$ cat src/rtl/lsu_ctrl.sv
// Load/store sequencer between the decoder's LSU request and a req/gnt/rvalid
// data-memory port. Stalls the core while an access is outstanding, builds
// byte enables and lane-replicated store data, extends load data, and
// reports misaligned accesses and bus timeouts.
//
// Bus handshake: o_mem_req is held high in REQ with every bus output stable
// from registered values until a cycle where i_mem_gnt=1 is seen at the
// rising edge; after that, i_mem_rvalid=1 at a rising edge in RSP completes
// the access. gnt is only looked at in REQ and rvalid only in RSP.
//
// o_dbg_state encoding: 0=IDLE, 1=REQ, 2=RSP, 3=DONE.
module lsu_ctrl #(
  parameter int TIMEOUT_CYC = 255,
  parameter int CNT_W       = 8
) (
  input  logic        i_clk,
  input  logic        i_rst_n,
  input  logic        i_lsu_vld,
  input  logic        i_st_mem,
  input  logic [2:0]  i_funct3,
  input  logic [31:0] i_addr,
  input  logic [31:0] i_wdata,
  output logic        o_stall,
  output logic        o_ld_vld,
  output logic [31:0] o_ld_data,
  output logic        o_misalign,
  output logic        o_err,
  output logic        o_mem_req,
  output logic        o_mem_we,
  output logic [31:0] o_mem_addr,
  output logic [3:0]  o_mem_be,
  output logic [31:0] o_mem_wdata,
  input  logic        i_mem_gnt,
  input  logic        i_mem_rvalid,
  input  logic [31:0] i_mem_rdata,
  output logic [1:0]  o_dbg_state
);

  typedef enum logic [1:0] {
    S_IDLE = 2'd0,
    S_REQ  = 2'd1,
    S_RSP  = 2'd2,
    S_DONE = 2'd3
  } state_t;

  state_t state_q, state_d;

  logic             we_q;
  logic [29:0]      waddr_q;
  logic [3:0]       be_q;
  logic [31:0]      wdata_q;
  logic [2:0]       f3_q;
  logic [1:0]       off_q;
  logic [31:0]      ld_data_q;
  logic             err_q;
  logic [CNT_W-1:0] cnt_q;

  logic        misalign_now;
  logic [3:0]  be_now;
  logic [31:0] wdata_now;
  logic [31:0] shifted;
  logic [31:0] ld_fmt;
  logic        timeout_hit;
  logic        accept;
  logic        capture_rsp;
  logic        set_err;

  // The counter saturates at the limit, so a late grant cannot wrap it and
  // the limit test stays a simple equality.
  assign timeout_hit = (cnt_q == CNT_W'(TIMEOUT_CYC - 1));

  // Request decode: alignment check, byte enables and replicated store data.
  always_comb begin
    misalign_now = 1'b0;
    be_now       = 4'b1111;
    wdata_now    = i_wdata;
    case (i_funct3[1:0])
      2'b00: begin
        be_now    = 4'b0001 << i_addr[1:0];
        wdata_now = {4{i_wdata[7:0]}};
      end
      2'b01: begin
        misalign_now = i_addr[0];
        be_now       = i_addr[1] ? 4'b1100 : 4'b0011;
        wdata_now    = {2{i_wdata[15:0]}};
      end
      default: begin
        misalign_now = |i_addr[1:0];
      end
    endcase
  end

  // Load formatting: pick the addressed lane, then sign/zero-extend.
  always_comb begin
    shifted = i_mem_rdata >> {off_q, 3'b000};
    ld_fmt  = i_mem_rdata;
    case (f3_q[1:0])
      2'b00:   ld_fmt = {{24{~f3_q[2] & shifted[7]}}, shifted[7:0]};
      2'b01:   ld_fmt = {{16{~f3_q[2] & shifted[15]}}, shifted[15:0]};
      default: ld_fmt = i_mem_rdata;
    endcase
  end

  // Next-state and control outputs.
  always_comb begin
    state_d     = state_q;
    o_stall     = 1'b0;
    o_misalign  = 1'b0;
    o_mem_req   = 1'b0;
    o_ld_vld    = 1'b0;
    accept      = 1'b0;
    capture_rsp = 1'b0;
    set_err     = 1'b0;
    case (state_q)
      S_IDLE: begin
        if (i_lsu_vld) begin
          if (misalign_now) begin
            o_misalign = 1'b1;
          end else begin
            accept  = 1'b1;
            o_stall = 1'b1;
            state_d = S_REQ;
          end
        end
      end
      S_REQ: begin
        o_mem_req = 1'b1;
        o_stall   = 1'b1;
        if (i_mem_gnt) begin
          state_d = S_RSP;
        end else if (timeout_hit) begin
          set_err = 1'b1;
          state_d = S_DONE;
        end
      end
      S_RSP: begin
        o_stall = 1'b1;
        if (i_mem_rvalid) begin
          capture_rsp = 1'b1;
          state_d     = S_DONE;
        end else if (timeout_hit) begin
          set_err = 1'b1;
          state_d = S_DONE;
        end
      end
      S_DONE: begin
        o_ld_vld = 1'b1;
        state_d  = S_IDLE;
      end
      default: state_d = S_IDLE;
    endcase
  end

  // State register.
  always_ff @(posedge i_clk or negedge i_rst_n) begin
    if (!i_rst_n) state_q <= S_IDLE;
    else          state_q <= state_d;
  end

  // Access registers: captured on accept, result captured on completion.
  always_ff @(posedge i_clk or negedge i_rst_n) begin
    if (!i_rst_n) begin
      we_q      <= 1'b0;
      waddr_q   <= '0;
      be_q      <= '0;
      wdata_q   <= '0;
      f3_q      <= '0;
      off_q     <= '0;
      ld_data_q <= '0;
      err_q     <= 1'b0;
    end else if (accept) begin
      we_q      <= i_st_mem;
      waddr_q   <= i_addr[31:2];
      be_q      <= be_now;
      wdata_q   <= wdata_now;
      f3_q      <= i_funct3;
      off_q     <= i_addr[1:0];
      ld_data_q <= '0;
      err_q     <= 1'b0;
    end else if (capture_rsp) begin
      ld_data_q <= we_q ? 32'd0 : ld_fmt;
      err_q     <= 1'b0;
    end else if (set_err) begin
      ld_data_q <= '0;
      err_q     <= 1'b1;
    end
  end

  // Timeout counter: cleared on entry to REQ, counts REQ and RSP cycles.
  always_ff @(posedge i_clk or negedge i_rst_n) begin
    if (!i_rst_n) begin
      cnt_q <= '0;
    end else if (accept) begin
      cnt_q <= '0;
    end else if ((state_q == S_REQ || state_q == S_RSP) && !timeout_hit) begin
      cnt_q <= cnt_q + 1'b1;
    end
  end

  assign o_mem_we    = we_q;
  assign o_mem_addr  = {waddr_q, 2'b00};
  assign o_mem_be    = be_q;
  assign o_mem_wdata = wdata_q;
  assign o_ld_data   = (state_q == S_DONE) ? ld_data_q : 32'd0;
  assign o_err       = (state_q == S_DONE) & err_q;
  assign o_dbg_state = state_q;

endmodule

$ cat config.mk
export PLATFORM = sky130hd
export DESIGN_NAME = lsu_ctrl
export DESIGN_NICKNAME = d
export VERILOG_FILES = /design/src/rtl/lsu_ctrl.sv
export SDC_FILE = /design/constraint.sdc
export NUM_CORES = 1
export LEC_CHECK = 0
export ABC_AREA = 1
export ABC_CLOCK_PERIOD_IN_PS = 1900
export CAP_MARGIN = 10
export CORE_ASPECT_RATIO = 0.8
export CORE_MARGIN = 2
export CORE_UTILIZATION = 46
export CTS_BUF_LIST = sky130_fd_sc_hd__clkbuf_16
export DETAILED_ROUTE_END_ITERATION = 10
export PLACE_DENSITY = 0.88
export REMOVE_ABC_BUFFERS = 1
export SLEW_MARGIN = 20
export SYNTH_ARGS = -nofsm -noshare
export SYNTH_HDL_FRONTEND = slang
export SYNTH_SLANG_ARGS = --single-unit
$ cat constraint.sdc
create_clock -name i_clk -period 1.9 [get_ports i_clk]
set_input_delay 0.19 -clock i_clk [delete_from_list [all_inputs] [get_ports i_clk]]
set_output_delay 0.19 -clock i_clk [all_outputs]
set_load 0.01 [all_outputs]
==> flow_summary.yaml <==
status:
  status: "finished with violations"
  violations: "design-rule violations"
final_layout:
  antenna_cells: 0
  multi_input_area_sq_mm: 0.00258
  final_cell_area_sq_mm: 0.00917
  synthToLayoutAreaGrowth_pct: 52.2
  register_area_sq_mm: 0.00288
  nFillCells: 915
  fin_nets: 1152
  layout-drive-gt1-share: 0.129
route:
  vias: 6397
  drc_errors: 1
  ant_nets: 0
  totalWireLength_mm: 19.3
  vias_per_cell: 5.21
  wl_per_cell_microns: 15.7
  initialDrtViolationCount: 622
  drtPass1Iterations: 10
floorplan:
  dieHeight_microns: 106
  core_sq_mm: 0.0128
  ios: 213
  die_x_microns: 132
  rows: 37
  start_util: 0.470
  dieArea_sq_mm: 0.0140
sta:
  setup_viol_count_final: 0
  period_share: 0.978
  clock.fmax_mhz: 538
  rsz0062_at_grt: "yes"
  finalMaxSlewViolations: 0
  finClkSkew_ns: 0.00801
  period_needed_ns: 1.86
  fin_hold_ws_ns: 0.256
  hold_viol: 0
logic_synthesis:
  avgSynthCellArea_sq_um: 7.48
  ys_ff_latch: 115
  yosysUniqueCellTypes: 34
  synth_area_sq_mm: 0.00603
  yosysSeqAreaShare: 0.477
  syn_inst: 806
  yosysWarnings: 0
hold_path:
  hold_class: "in2async"
global_route:
  antenna_found_initial: 0
  use_met3: 0.0744
  gr-usage-met1: 0.353
  grt_pass1_vias: 6169
  use_met2: 0.457
  grt-ovfl-total: 0
  grt_pass1_wl_mm: 30.9
  grt_use_total: 0.276
  top_usage_layer: "met2"
  grt_max_degree: 34
worst_setup_path:
  path_cells: "buf_6 > ha_4 > buf_12 > buf_4 > nand2_1 > inv_1 > clkbuf_2"
  reg2reg_from: "o_dbg_state[1]"
  timing.rr.end: "ld_data_q[28]"
  slowest_delay_ns: 0.42
  cp_slowest_cell: "dfrtp_2"
  critPathArrivalTime_ns: 1.67
  crit_required_ns: 1.71
  worstPathMaxFanout: 8
  reg2reg_slack_ns: 0.14
  critPathCaptureType: "primary output"
  path_class: "reg2out"
  r2r_cells: 9
  start_kind: "flip-flop"
pwr:
  p_sw_frac: 0.370
  clockPowerShare: 0.248
  p_leak_nw: 4.76
  p_comb_frac: 0.432
  pwr-share-seq: 0.319
  ir_worst_vdd_v: 0.000926
  pwr_density_cell_mw_per_mm2: 1380
  switchingPower_mw: 4.69
  p_int_mw: 7.98
placed_design:
  hpwlAfterDp_mm: 13.3
  place.gp.congestion: 0.882
  dpl-instance-area_sq_mm: 0.00846
  io_buffers: 210
cts:
  clockBufferDepth: 2
  clk_pin_slew_ns: 0.06
  cts_max_level: 4
  cts_tree: "yes"
  cts_root_buffer: "clkbuf_16"
  clk_latency_ns: 0.41
  cts_buffers: 17
  cts.sinks: 115
job:
  max_cap_violations: 0
Yosys cell counts, drive strengths merged:
| library cell | number | share of area |
|---|---|---|
| conb | 1 | 0.00062 |
| buf | 36 | 0.042 |
| dfrtp | 115 | 0.48 |
| nand4 | 2 | 0.0021 |
| o21bai | 1 | 0.0012 |
| xor2 | 4 | 0.0058 |
| ha | 6 | 0.012 |
| o22ai | 7 | 0.0073 |
| o21ai | 54 | 0.045 |
| clkbuf | 10 | 0.0062 |
| xnor2 | 2 | 0.0029 |
| a21oi | 32 | 0.027 |
| a31oi | 2 | 0.0021 |
| nand3 | 95 | 0.079 |
| nor3 | 2 | 0.0025 |
| inv | 83 | 0.052 |
| or2 | 7 | 0.0073 |
| nor2 | 29 | 0.024 |
| and3 | 1 | 0.0010 |
| nand2 | 316 | 0.20 |
| o21a | 1 | 0.0012 |
through the flow:
stage          cells  power, mW   util  setup WS, ns  TNS, ns
2_1_floorplan    761       6.41      -        -0.393   -20.97
3_3_place_gp    1188       9.14  0.660        -0.154    -2.23
6_report        1228       12.7  0.715        0.0414        0
3_5_place_dp    1188       9.30  0.660        -0.176    -4.84
5_1_grt         1228       13.4  0.715       -0.0174  -0.0480
4_1_cts         1223       12.6  0.709       -0.0129  -0.0248
layout by cell type, fill, tap and decap left out, types with 5 or more instances in the layout:
master	instances
nand3_1	95
o22ai_1	7
o21ai_1	7
a21oi_1	31
nand2_2	6
inv_1	75
clkbuf_2	5
buf_12	7
clkdlybuf4s15_1	13
o21ai_0	46
buf_4	39
dfrtp_1	114
clkdlybuf4s50_1	173
clkbuf_16	18
inv_2	7
nor2_1	26
nand2_1	308
or2_2	7
clkdlybuf4s15_2	14
repair_timing:
item,in CTS,in global routing
resized for setup,78,34
pin swaps,0,3
setup buffers,2,4
hold buffers,1,0
cloned,1,1
endpoints found under the hold margin,22,0
setup endpoints to repair,36,38
state kept, by name, indices dropped and copies added (netlist names):
name         cells
err_q            1
f3_q             3
waddr_q         30
o_mem_be         4
cnt_q            8
o_dbg_state      2
ld_data_q       32
o_mem_wdata     32
o_mem_we         1
off_q            2
area by class of cell:
| class | count | area share |
|---|---|---|
| multi-input cells | 563 | 0.282 |
| well taps | 175 | 0.0239 |
| inverters | 83 | 0.0342 |
| clock inverters | 14 | 0.0169 |
| flip-flops and latches | 115 | 0.314 |
| clock buffers | 17 | 0.0464 |
| repair buffers | 261 | 0.283 |
critical path: cells and delay by family (launching register included):
family                   cells  cell delay (ns)
buffers and inverters        5             0.60
adder cells (fa/ha/maj)      1             0.20
AND/OR/NAND/NOR              1             0.05
flip-flops                   1             0.42
how the worst max path moves through the flow:
stage                        start             to  cells past startpoint  slack [ns]
finish              o_dbg_state[1]  o_ld_data[15]                      7        0.04
floorplan           o_dbg_state[0]        o_stall                      8       -0.39
CTS                 o_dbg_state[0]  o_ld_data[23]                      6       -0.01
global route        o_dbg_state[0]  o_ld_data[11]                      7       -0.02
detailed placement     i_funct3[1]        o_stall                     10       -0.18
global placement       i_funct3[1]        o_stall                     10       -0.15
power by group through the flow:
| stage | clock [mW] | combinational [mW] | sequential [mW] |
|---|---|---|---|
| floorplan | 0 | 2.06 | 4.35 |
| global placement | 0 | 5.14 | 4.00 |
| detailed placement | 0 | 5.29 | 4.01 |
| CTS | 3.19 | 5.34 | 4.03 |
| global route | 3.31 | 5.97 | 4.14 |
| finish | 3.14 | 5.47 | 4.05 |
routing by layer:
metal / wire length [microns] / up-vias
li1: - / 3004
met1: 7560 / 2955
met2: 9330 / 391
met3: 2020 / 47
met4: 435 / 0
met5: 0 / -
cell families after synthesis:
| logic type | synth area share |
|---|---|
| AO/OA/AOI/OAI | 0.0845 |
| adder cells (fa/ha/maj) | 0.0125 |
| XOR/XNOR | 0.00872 |
| other | 0.000622 |
| flip-flops | 0.477 |
| AND/OR/NAND/NOR | 0.316 |
| buffers and inverters | 0.100 |
(Power assumes the default switching activity.)
